[config.mk]
export PLATFORM = sky130hd
export DESIGN_NAME = ir_command_scheduler
export DESIGN_NICKNAME = d
export VERILOG_FILES = /design/src/rtl/ir_command_scheduler.sv
export SDC_FILE = /design/constraint.sdc
export NUM_CORES = 1
export LEC_CHECK = 0
export CAP_MARGIN = 0
export CORE_UTILIZATION = 40
export CTS_BUF_LIST = sky130_fd_sc_hd__clkbuf_4 sky130_fd_sc_hd__clkbuf_8 sky130_fd_sc_hd__clkbuf_16
export DETAILED_ROUTE_END_ITERATION = 8
export HOLD_SLACK_MARGIN = 0.1
export PLACE_DENSITY_LB_ADDON = 0.1
export SLEW_MARGIN = 20
export SYNTH_ARGS = -nofsm -noshare
export SYNTH_HDL_FRONTEND = slang
export SYNTH_SLANG_ARGS = --single-unit
[constraint.sdc]
create_clock -name CLK -period 1.5 [get_ports CLK]
set_input_delay 0.15 -clock CLK [delete_from_list [all_inputs] [get_ports CLK]]
set_output_delay 0.15 -clock CLK [all_outputs]
set_load 0.005 [all_outputs]
[src/rtl/ir_command_scheduler.sv]
// IR command scheduler: conditions four direction buttons, resolves axis conflicts and
// strobes a stable 4-bit COMMAND at a fixed packet rate. Debounce filter enabled by IR_CMD_DEBOUNCE_EN.
module ir_command_scheduler #(
  parameter int CLK_FREQ_HZ     = 50_000_000,
  parameter int PACKET_RATE_HZ  = 10,
  parameter int DEBOUNCE_CYCLES = 500_000
) (
  input  logic       CLK,
  input  logic       RESET,
  input  logic       ENABLE,
  input  logic       BTN_RIGHT,
  input  logic       BTN_LEFT,
  input  logic       BTN_BACK,
  input  logic       BTN_FWD,
  output logic [3:0] COMMAND,
  output logic       SEND_PACKET,
  output logic [7:0] PACKET_COUNT
);

  localparam int PERIOD = CLK_FREQ_HZ / PACKET_RATE_HZ;
  localparam int PCNT_W = $clog2(PERIOD);
  localparam logic [PCNT_W-1:0] LATCH_AT = PCNT_W'(PERIOD - 3);

  if (PERIOD < 4) begin : g_period_check
    $error("ir_command_scheduler: CLK_FREQ_HZ/PACKET_RATE_HZ must be at least 4");
  end
  if (DEBOUNCE_CYCLES < 1) begin : g_debounce_check
    $error("ir_command_scheduler: DEBOUNCE_CYCLES must be at least 1");
  end

  typedef enum logic [1:0] {
    ST_DISABLED = 2'd0,
    ST_WAIT     = 2'd1,
    ST_LATCH    = 2'd2,
    ST_FIRE     = 2'd3
  } state_t;

  // Button vector packed in COMMAND bit order: {fwd, back, left, right}.
  logic [3:0] btn_raw;
  logic [3:0] sync1_q, sync1_d;
  logic [3:0] sync2_q, sync2_d;
  logic [3:0] s_level;
  logic [3:0] cmd_next;

  state_t            state_q, state_d;
  logic [PCNT_W-1:0] pcnt_q, pcnt_d;
  logic [3:0]        command_q, command_d;
  logic [7:0]        pkt_cnt_q, pkt_cnt_d;

  assign btn_raw = {BTN_FWD, BTN_BACK, BTN_LEFT, BTN_RIGHT};

  always_comb begin
    sync1_d = btn_raw;
    sync2_d = sync1_q;
  end

  always_ff @(posedge CLK) begin
    if (!RESET) begin
      sync1_q <= '0;
      sync2_q <= '0;
    end else begin
      sync1_q <= sync1_d;
      sync2_q <= sync2_d;
    end
  end

`ifdef IR_CMD_DEBOUNCE_EN
  localparam int DB_W = $clog2(DEBOUNCE_CYCLES + 1);

  for (genvar gi = 0; gi < 4; gi++) begin : g_debounce
    logic [DB_W-1:0] db_cnt_q, db_cnt_d;
    logic            stable_q, stable_d;

    // Accept a new level only after DEBOUNCE_CYCLES consecutive differing samples.
    always_comb begin
      db_cnt_d = db_cnt_q;
      stable_d = stable_q;
      if (sync2_q[gi] == stable_q) begin
        db_cnt_d = '0;
      end else if (32'(db_cnt_q) + 32'd1 >= 32'(DEBOUNCE_CYCLES)) begin
        stable_d = sync2_q[gi];
        db_cnt_d = '0;
      end else begin
        db_cnt_d = db_cnt_q + 1'b1;
      end
    end

    always_ff @(posedge CLK) begin
      if (!RESET) begin
        db_cnt_q <= '0;
        stable_q <= 1'b0;
      end else begin
        db_cnt_q <= db_cnt_d;
        stable_q <= stable_d;
      end
    end

    assign s_level[gi] = stable_q;
  end
`else
  assign s_level = sync2_q;
`endif

  // Opposing buttons on one axis cancel each other; the other axis is untouched.
  always_comb begin
    cmd_next[0] = s_level[0] & ~s_level[1];
    cmd_next[1] = s_level[1] & ~s_level[0];
    cmd_next[2] = s_level[2] & ~s_level[3];
    cmd_next[3] = s_level[3] & ~s_level[2];
  end

  always_ff @(posedge CLK) begin
    if (!RESET) begin
      state_q <= ST_DISABLED;
    end else begin
      state_q <= state_d;
    end
  end

  // LATCH and FIRE always run to completion so a started packet is never cut short.
  always_comb begin
    state_d = state_q;
    case (state_q)
      ST_DISABLED: if (ENABLE) state_d = ST_LATCH;
      ST_WAIT: begin
        if (!ENABLE) begin
          state_d = ST_DISABLED;
        end else if (pcnt_q == LATCH_AT) begin
          state_d = ST_LATCH;
        end
      end
      ST_LATCH: state_d = ST_FIRE;
      ST_FIRE:  state_d = ENABLE ? ST_WAIT : ST_DISABLED;
      default:  state_d = ST_DISABLED;
    endcase
  end

  always_comb begin
    SEND_PACKET = 1'b0;
    if (state_q == ST_FIRE) begin
      SEND_PACKET = 1'b1;
    end
  end

  // Counter restarts on FIRE, so FIRE-to-FIRE spans WAIT (PERIOD-2) + LATCH + FIRE.
  always_comb begin
    pcnt_d    = pcnt_q;
    command_d = command_q;
    pkt_cnt_d = pkt_cnt_q;
    if (state_d == ST_DISABLED || state_q == ST_FIRE) begin
      pcnt_d = '0;
    end else if (state_q == ST_WAIT) begin
      pcnt_d = pcnt_q + 1'b1;
    end
    if (state_q == ST_LATCH) begin
      command_d = cmd_next;
    end
    // The count is visible already during the strobe cycle that it numbers.
    if (state_d == ST_FIRE) begin
      pkt_cnt_d = pkt_cnt_q + 8'd1;
    end
  end

  always_ff @(posedge CLK) begin
    if (!RESET) begin
      pcnt_q    <= '0;
      command_q <= '0;
      pkt_cnt_q <= '0;
    end else begin
      pcnt_q    <= pcnt_d;
      command_q <= command_d;
      pkt_cnt_q <= pkt_cnt_d;
    end
  end

  assign COMMAND      = command_q;
  assign PACKET_COUNT = pkt_cnt_q;

endmodule

==> results.txt, run 1 <==
The run finished, with violations left. The checks that failed: setup timing. TritonCTS built the clock tree. STA classifies the critical path endpoint as a flop. After clock tree synthesis, the clock-pin slew on the worst setup and hold paths is 90 ps. The first detailed-routing pass ran for 4 iterations. The run gives 1710 as the via count of the first global-routing pass. The detailed-route wire length came out at 4600 um. The Yosys step of the flow raised 0 warnings.

The logs give 41.5% for the starting utilization of the core area and 0 for the number of nets with antenna violations after routing. Setup repair after global routing could not meet its margin everywhere. Width of the die: 71.7 um. The element type at the critical path start was a flop. The number of distinct library cells after synthesis was 38; the total met3 wirelength after detailed routing was 127 um.

After synthesis the cells add up to 0.00195 mm^2. Setup violations remaining at the end of the flow were counted as 10. For the worst setup path, the data required time is 1700 ps. After detailed placement, the design holds a cell count of 309. Largest stage delay on the critical path: 420 ps.

The die covers 0.00515 mm^2. Routability-driven placement finished with a final weighted congestion of 0.920. Among all flip-flop cells after synthesis, the most frequent one is sky130_fd_sc_hd__dfxtp_1.

The I/O pin total is 20, and the power per unit of standard cell area is 867 mW/mm^2. In this run the worst path has a maximum fanout of 2. The number of antenna diodes in the final layout is 0. After the flow finishes, the layout carries non-filler instances totaling 330. The floorplan step set the die height to 71.7 um. The growth of design area from synthesis to finish was 40.1%; the number of buffers on the longest clock path was 2. The most common cell after layout, fill and taps aside was sky130_fd_sc_hd__buf_4. At the pin with the least slew margin, the transition time is 305 ps. Counting every net in the synthesized netlist gives 222.

The run gives 432 as the fill cell instance count of the final layout. The critical path is of the flop to flop type. Iteration-0 DRC count of the detailed router: 104. Across every metal layer, demand over resource in global routing totals 19.0%. In this run the tightest slew margin relative to its limit is 79.6%. The path class of the tightest hold or removal check is input port to flop. The region available for standard cell placement spans 0.00469 mm^2. The detailed router put a total of 2230 um of wire on met1. Summed over all nets, the half-perimeter wirelength after detailed placement is 3080 um. In this run the mean area of a mapped cell was 9.18 um^2. The initial antenna violation count is 0. The worst supply voltage drop on vdd was 0.452 mV; the data arrival time of the worst path was 1800 ps. Detailed routing placed a total of 2220 um of wire on met2. Across the routed clock network, the largest skew measured is 9.38 ps.

In the layout the commonest cells are sky130_fd_sc_hd__buf_4, sky130_fd_sc_hd__dfxtp_1, sky130_fd_sc_hd__clkdlybuf4s50_1. The post-detailed-route DRC marker count is 0. The share of synthesized flip-flops with an asynchronous set or reset is 0%, and the number of sinks on the clock net is 45. The H-tree generated during clock tree synthesis spans 2 levels. For the worst hold slack across all endpoints, the log shows 435 ps. The via count normalized by instance count is 5.19, and the sequential share of the synthesized area is 46.3%.

The root buffer cell chosen for the clock tree is sky130_fd_sc_hd__clkbuf_8. The via count was 1713. Share of layout cells above drive strength 1: 31.5%. The largest individual stage delay along the critical path comes from the cell sky130_fd_sc_hd__or4bb_1. Summed over all layers, the global routing overflow is 0. For the reported max-cap violation count, the log shows 0. The synthesis-stage register bit count is 45, and the floorplan row count is 25.

The clock latency reported for the late side of the worst-skew pair is 290 ps. The highest attainable clock frequency came out at 0.624 GHz. The tools report the setup slack of the critical path after layout as -103 ps. On the critical path the largest part of the delay comes from simple AND/OR/NAND/NOR gates. The buffers plus inverters on the worst setup path was 1. Dividing the detail-routed wire length by the instance count gives 14.0 um. The top layer used by detailed routing is met4. The run gives 0 as the number of failing hold endpoints at the final stage. The final count of pins violating max slew was 0.

The maximum number of pins on one net before global-route repair was 24; the wire length of the first global-routing pass was 7660 um. After the last flow step, the layout net total stands at 285. TritonCTS created 5 clock buffers. Walking the worst path, the cells encountered are inv_2 > ha_4 > or4bb_1 > nor4_2 > a31oi_1 > o221a_1. The number of synthesized flops with an enable pin works out to 0. Synthesis handed over a netlist of 212 instances. The minimum clock period is 1600 ps, and the port buffer count is 19. Post-route fraction of the period consumed by the critical path: 107%. The run gives 1.05 nW as the leakage power.
==> through the flow <==
stage | util, % | setup TNS [ps] | setup WS, ps | area, um^2 | power [W]
floorplan | - | -10.3 | -10.3 | 1950 | 0.00136
global placement | 51.5 | -250 | -101 | 2410 | 0.00144
detailed placement | 51.5 | -299 | -106 | 2410 | 0.00144
CTS | 57.0 | -141 | -99.9 | 2680 | 0.00237
global route | 58.1 | -1410 | -165 | 2730 | 0.00246
finish | 58.1 | -454 | -103 | 2730 | 0.00236
==> repair_timing <==
item,in CTS,in global routing
endpoints found under the setup margin,10,22
pin swaps,9,9
hold endpoints to repair,0,0
hold buffers,0,0
gates resized for setup,25,12
gates cloned,2,0
buffers inserted,9,2
==> worst register-to-register path: stages (launching register included) <==
cell	delay, ps
sky130_fd_sc_hd__dfxtp_2	340
sky130_fd_sc_hd__inv_2	60
sky130_fd_sc_hd__ha_4	110
sky130_fd_sc_hd__or4bb_1	420
sky130_fd_sc_hd__nor4_2	220
sky130_fd_sc_hd__a31oi_1	130
sky130_fd_sc_hd__o221a_1	220
==> registers in the layout (all words and copies together), names as in the netlist <==
name	cells
state_q	2
sync1_q	4
pcnt_q	23
PACKET_COUNT	8
s_level	4
COMMAND	4
==> synthesized netlist by cell type, drive strengths merged (2+ instances only) <==
cell / count / area share [%]
nand2: 17 / 3.3
xnor2: 6 / 2.7
or3: 10 / 3.2
and4b: 2 / 1.0
and4: 5 / 2.3
o21ai: 11 / 2.8
and3: 2 / 0.64
inv: 3 / 0.58
dfxtp: 45 / 46
a21oi: 10 / 2.6
nor2: 13 / 2.5
xor2: 11 / 5.0
ha: 3 / 1.9
buf: 5 / 1.5
nand3: 8 / 2.1
a21boi: 6 / 2.3
nand4: 10 / 4.0
nand3b: 4 / 1.5
nor2b: 3 / 0.96
clkbuf: 5 / 0.96
and2: 17 / 5.5
or4: 3 / 1.2
nor3: 2 / 0.51
==> area by class of cell <==
type | instances | area [um^2] | area share, %
Clock buffer | 6 | 76.3 | 2.80
Clock inverter | 2 | 38.8 | 1.42
Inverter | 3 | 11.3 | 0.413
Multi-Input combinational cell | 155 | 1070 | 39.3
Sequential cell | 45 | 917 | 33.6
Tap cell | 54 | 67.6 | 2.48
Timing Repair Buffer | 65 | 543 | 19.9
==> kinds of logic after synthesis <==
| family | synth area share (%) |
|---|---|
| xor gates and xnor gates | 7.65 |
| adders and majority gates | 1.93 |
| DFF | 46.3 |
| buffers and inverters | 3.09 |
| AOI/OAI and AO/OA | 10.2 |
| and+or+nand+nor | 30.9 |
==> report_power, final <==
part           internal (W)  switching, W  leakage (nW)
registers           0.00122     0.0000185         0.371
logic              0.000107     0.0000930         0.623
clock network      0.000518      0.000406        0.0588
==> final timing paths <==
check,from,endpoint,slack [ps],cells after the start
setup reg to reg,pcnt_q[1],state_q[0],-100,6
hold reg to reg,sync1_q[0],s_level[0],440,1
setup / recovery,pcnt_q[1],state_q[0],-100,6
hold / removal,BTN_BACK,sync1_q[2],440,2
==> per-layer routing <==
layer,global-route usage [%],vias to the layer above
met3,4.36,2
met1,24.0,797
li1,-,884
met5,0,-
met4,4.58,0
met2,32.9,30
No activity file was read; power rests on OpenSTA's default activity.
==> inputs of run 2 (changes only) <==
--- a/config.mk
+++ b/config.mk
@@ -11,6 +11,7 @@
 export DETAILED_ROUTE_END_ITERATION = 8
 export HOLD_SLACK_MARGIN = 0.1
 export PLACE_DENSITY_LB_ADDON = 0.1
+export REMOVE_ABC_BUFFERS = 1
 export SLEW_MARGIN = 20
 export SYNTH_ARGS = -nofsm -noshare
 export SYNTH_HDL_FRONTEND = slang
==> results.txt, run 2 (same netlist as run 1, synthesis figures left out) <==
The flow ran to the end, but the final reports show violations. Failing checks: setup timing (unchanged). The via count normalized by instance count was 5.36 (was 5.19). The tools report the buffer type at the clock tree root as sky130_fd_sc_hd__clkbuf_8 (unchanged). The run gives 7.8% (was 8.5%) as the portion of total power attributed to combinational logic.

Buffers plus inverters on the worst setup path: 0 (was 1). The tools report the element type at the critical path start as a flop (unchanged). The number of sinks on the clock net was 45 (unchanged). The slowest library cell on the worst path is sky130_fd_sc_hd__or4_4 (was sky130_fd_sc_hd__or4bb_1).

The origin of the critical flop-to-flop path was pcnt_q[10] (was pcnt_q[1]). The tools report the number of buffers on the longest clock path as 2 (unchanged). The sum of overflow across all layers after global routing was 0 (unchanged); the reported net switching power was 0.000525 W (was 0.000518 W).

Leakage power: 1.09 nW (was 1.05 nW). The number of cells traversed by the worst hold path was 2 (unchanged). The number of failing hold endpoints at the final stage was 0 (unchanged); the met2 demand-to-capacity share in global routing was 35.2% (was 32.9%). The final total power is 0.00240 W (was 0.00236 W), and the initial antenna violation count is 0 (unchanged). The number of nets with antenna violations after routing is 0 (unchanged). For the total iterations of the first detailed-routing run, the log shows 4 (unchanged). The area enclosed by the die boundary came out at 0.00515 mm^2 (unchanged). The depth of the CTS H-tree is 2 (unchanged). For the post-detailed-route DRC marker count, the log shows 0 (unchanged). Endpoint of the worst hold path: sync1_q[1] (was sync1_q[2]). The logs give 20 (unchanged) for the I/O pin total and 0.00469 mm^2 (unchanged) for the core box area. TritonCTS built the clock tree. Growth of design area from synthesis to finish: 43.5% (was 40.1%).

The tools report the placer's final routability congestion estimate as 0.808 (was 0.920). The worst reg2reg path depth is 4 (was 6). Hold path startpoint: BTN_LEFT (was BTN_BACK).

The highest attainable clock frequency is 0.616 GHz (was 0.624 GHz), and the slew at the pin closest to its max-slew limit is 374 ps (was 305 ps). The tools report the fill cell instance count of the final layout as 421 (was 432). Ordered cell list for the critical path: or4_4 > nor4_4 > a31oi_2 > o221a_1 (was inv_2 > ha_4 > or4bb_1 > nor4_2 > a31oi_1 > o221a_1).

The clock transition at the register clock pins on the worst setup and hold paths after CTS came out at 80 ps (was 90 ps). Setup repair after global routing could not meet its margin everywhere. The quantity of hold-fixing buffers added after cts is 0 (unchanged). The logs give 82 (was 104) for the iteration-0 DRC count of the detailed router and 51.6% (was 52.4%) for the part of the total power dissipated in sequential elements. The run gives 5.06% (was 4.36%) as the fraction of met3 tracks used by global routing.

The width of the die works out to 71.7 um (unchanged). The run gives 40.6% (was 39.1%) as the power share of the clock group. The minimum clock period came out at 1620 ps (was 1600 ps).

The reported max-cap violation count is 0 (unchanged), and the wire length of the first global-routing pass is 7960 um (was 7660 um). The critical path class was flop to flop (unchanged). The data arrival time of the worst path is 1820 ps (was 1800 ps), and the setup slack of the critical path after layout is -123 ps (was -103 ps).

The class of the tightest hold or removal check is input port to flop (unchanged). The number of nets in the final layout was 285 (unchanged). Commonest non-fill, non-tap cells in the layout: sky130_fd_sc_hd__buf_4, sky130_fd_sc_hd__dfxtp_1, sky130_fd_sc_hd__clkdlybuf4s50_1 (unchanged). The global-route track usage on met1 is 23.6% (was 24.0%), and the height of the chip is 71.7 um (unchanged).

The average routed wire per standard cell is 15.4 um (was 14.0 um). The reg-to-reg endpoint is state_q[0] (unchanged). The detailed-route wire length was 5070 um (was 4600 um); the worst setup slack for register-to-register paths was -120 ps (was -100 ps).

The total global routing track utilization was 20.4% (was 19.0%); the post-route fraction of the period consumed by the critical path was 108% (was 107%). The run gives 1768 (was 1713) as the via count. The tools report the type of destination of the critical path as a flop (unchanged). The port buffer count works out to 19 (unchanged). Starting utilization of the core area: 41.5% (unchanged). The most common cell after layout, fill and taps aside is sky130_fd_sc_hd__buf_4 (unchanged). Number of buffers inserted during clock tree synthesis: 5 (unchanged). The share of layout cells above drive strength 1 is 33.0% (was 31.5%), and the switching share of power is 21.8% (was 21.9%).

The sum of net half-perimeters after detailed placement was 3230 um (was 3080 um). The family of cells with the greatest summed delay on the critical path was simple AND/OR/NAND/NOR gates (unchanged). The run gives 330 (unchanged) as the number of standard cells in the final layout excluding fillers. The most crowded layer after global routing is met2 (unchanged). The clock latency reported for the late side of the worst-skew pair was 300 ps (was 290 ps); the flip-flop count of the largest register, all copies and words added was 23 (unchanged). Power per unit of standard cell area: 861 mW/mm^2 (was 867 mW/mm^2). Via count of the first global-routing pass: 1750 (was 1710). For the number of placed instances, taps included, the log shows 310 (was 309).

The run gives 25 (unchanged) as the floorplan row count. The maximum number of pins on one net before global-route repair was 24 (unchanged). The final count of pins violating max slew was 0 (unchanged).

The logs give 6.78 ps (was 9.38 ps) for the final worst clock skew and 1700 ps (about the same) for the required arrival time at the worst endpoint. The worst supply voltage drop on vdd came out at 0.398 mV (was 0.452 mV). The tools report the combined flip-flop and latch cell area as 916 um^2 (was 917 um^2).

The largest fanout on the critical path came out at 2 (unchanged). Register bank with the most flops: pcnt_q (unchanged). The antenna diode count came out at 0 (unchanged). The internal power summed over all cells was 0.00188 W (was 0.00185 W); the total of endpoints with negative setup slack in the final report was 7 (was 10).

Worst relative slew slack: 75.0% (was 79.6%). The area of the multi-input gates is 0.00111 mm^2 (was 0.00107 mm^2), and the largest stage delay on the critical path is 540 ps (was 420 ps).
## run 2: cell count changes in the layout (fill, tap and decap cells not counted), sizes merged
cell / previous run / this run
clkbuf: 6 / 7
clkinv: 1 / 0
## run 2: cell type report
class                      count  area share (%)
inverter                       3           0.403
sequential                    45            32.8
tap                           54            2.42
multi-input combinational    155            39.9
clock buffer                   7            3.23
clock inverter                 1            1.08
timing repair buffer          65            20.1
## run 2: repair_timing
| action | CTS | global route |
|---|---|---|
| cloned | 1 | 1 |
| setup endpoints to repair | 11 | 14 |
| setup buffers | 9 | 1 |
| resized for setup | 23 | 28 |
| pin swaps | 13 | 16 |
## run 2: worst register-to-register path, cell delays in order (launching register included)
cell and delay [ps]:
sky130_fd_sc_hd__dfxtp_2 330, sky130_fd_sc_hd__or4_4 540, sky130_fd_sc_hd__nor4_4 300, sky130_fd_sc_hd__a31oi_2 130
sky130_fd_sc_hd__o221a_1 210
## run 2: routing by layer
layer | vias up | wire length (um)
li1 | 872 | -
met1 | 855 | 2210
met2 | 31 | 2560
met3 | 10 | 181
met4 | 0 | 112
met5 | - | 0
## run 2: how the worst max path moves through the flow
stage	from	endpoint	slack [ps]	cells past startpoint
3_3_place_gp	pcnt_q[1]	state_q[0]	-180	6
3_5_place_dp	pcnt_q[1]	state_q[0]	-210	6
5_1_grt	pcnt_q[12]	state_q[0]	-170	4
4_1_cts	pcnt_q[21]	state_q[0]	-50	4
2_1_floorplan	state_q[1]	pcnt_q[19]	-500	4
6_report	pcnt_q[10]	state_q[0]	-120	4
## run 2: metrics by stage
| stage | cell area, um^2 | utilization, % | TNS [ps] | hold WS, ps | setup WS [ps] |
|---|---|---|---|---|---|
| floorplan | 1900 | - | -4030 | 272 | -503 |
| global placement | 2420 | 51.5 | -526 | 419 | -177 |
| detailed placement | 2420 | 51.5 | -808 | 420 | -211 |
| CTS | 2670 | 56.9 | -129 | 422 | -54.7 |
| global route | 2790 | 59.5 | -910 | 434 | -174 |
| finish | 2790 | 59.5 | -526 | 423 | -123 |
## run 2: power by group through the flow
stage / registers, W / logic, W / clock network, W
floorplan: 0.00127 / 0.0000774 / 0
global placement: 0.00126 / 0.000168 / 0
detailed placement: 0.00126 / 0.000171 / 0
CTS: 0.00124 / 0.000182 / 0.000991
global route: 0.00124 / 0.000208 / 0.00105
finish: 0.00124 / 0.000189 / 0.000975
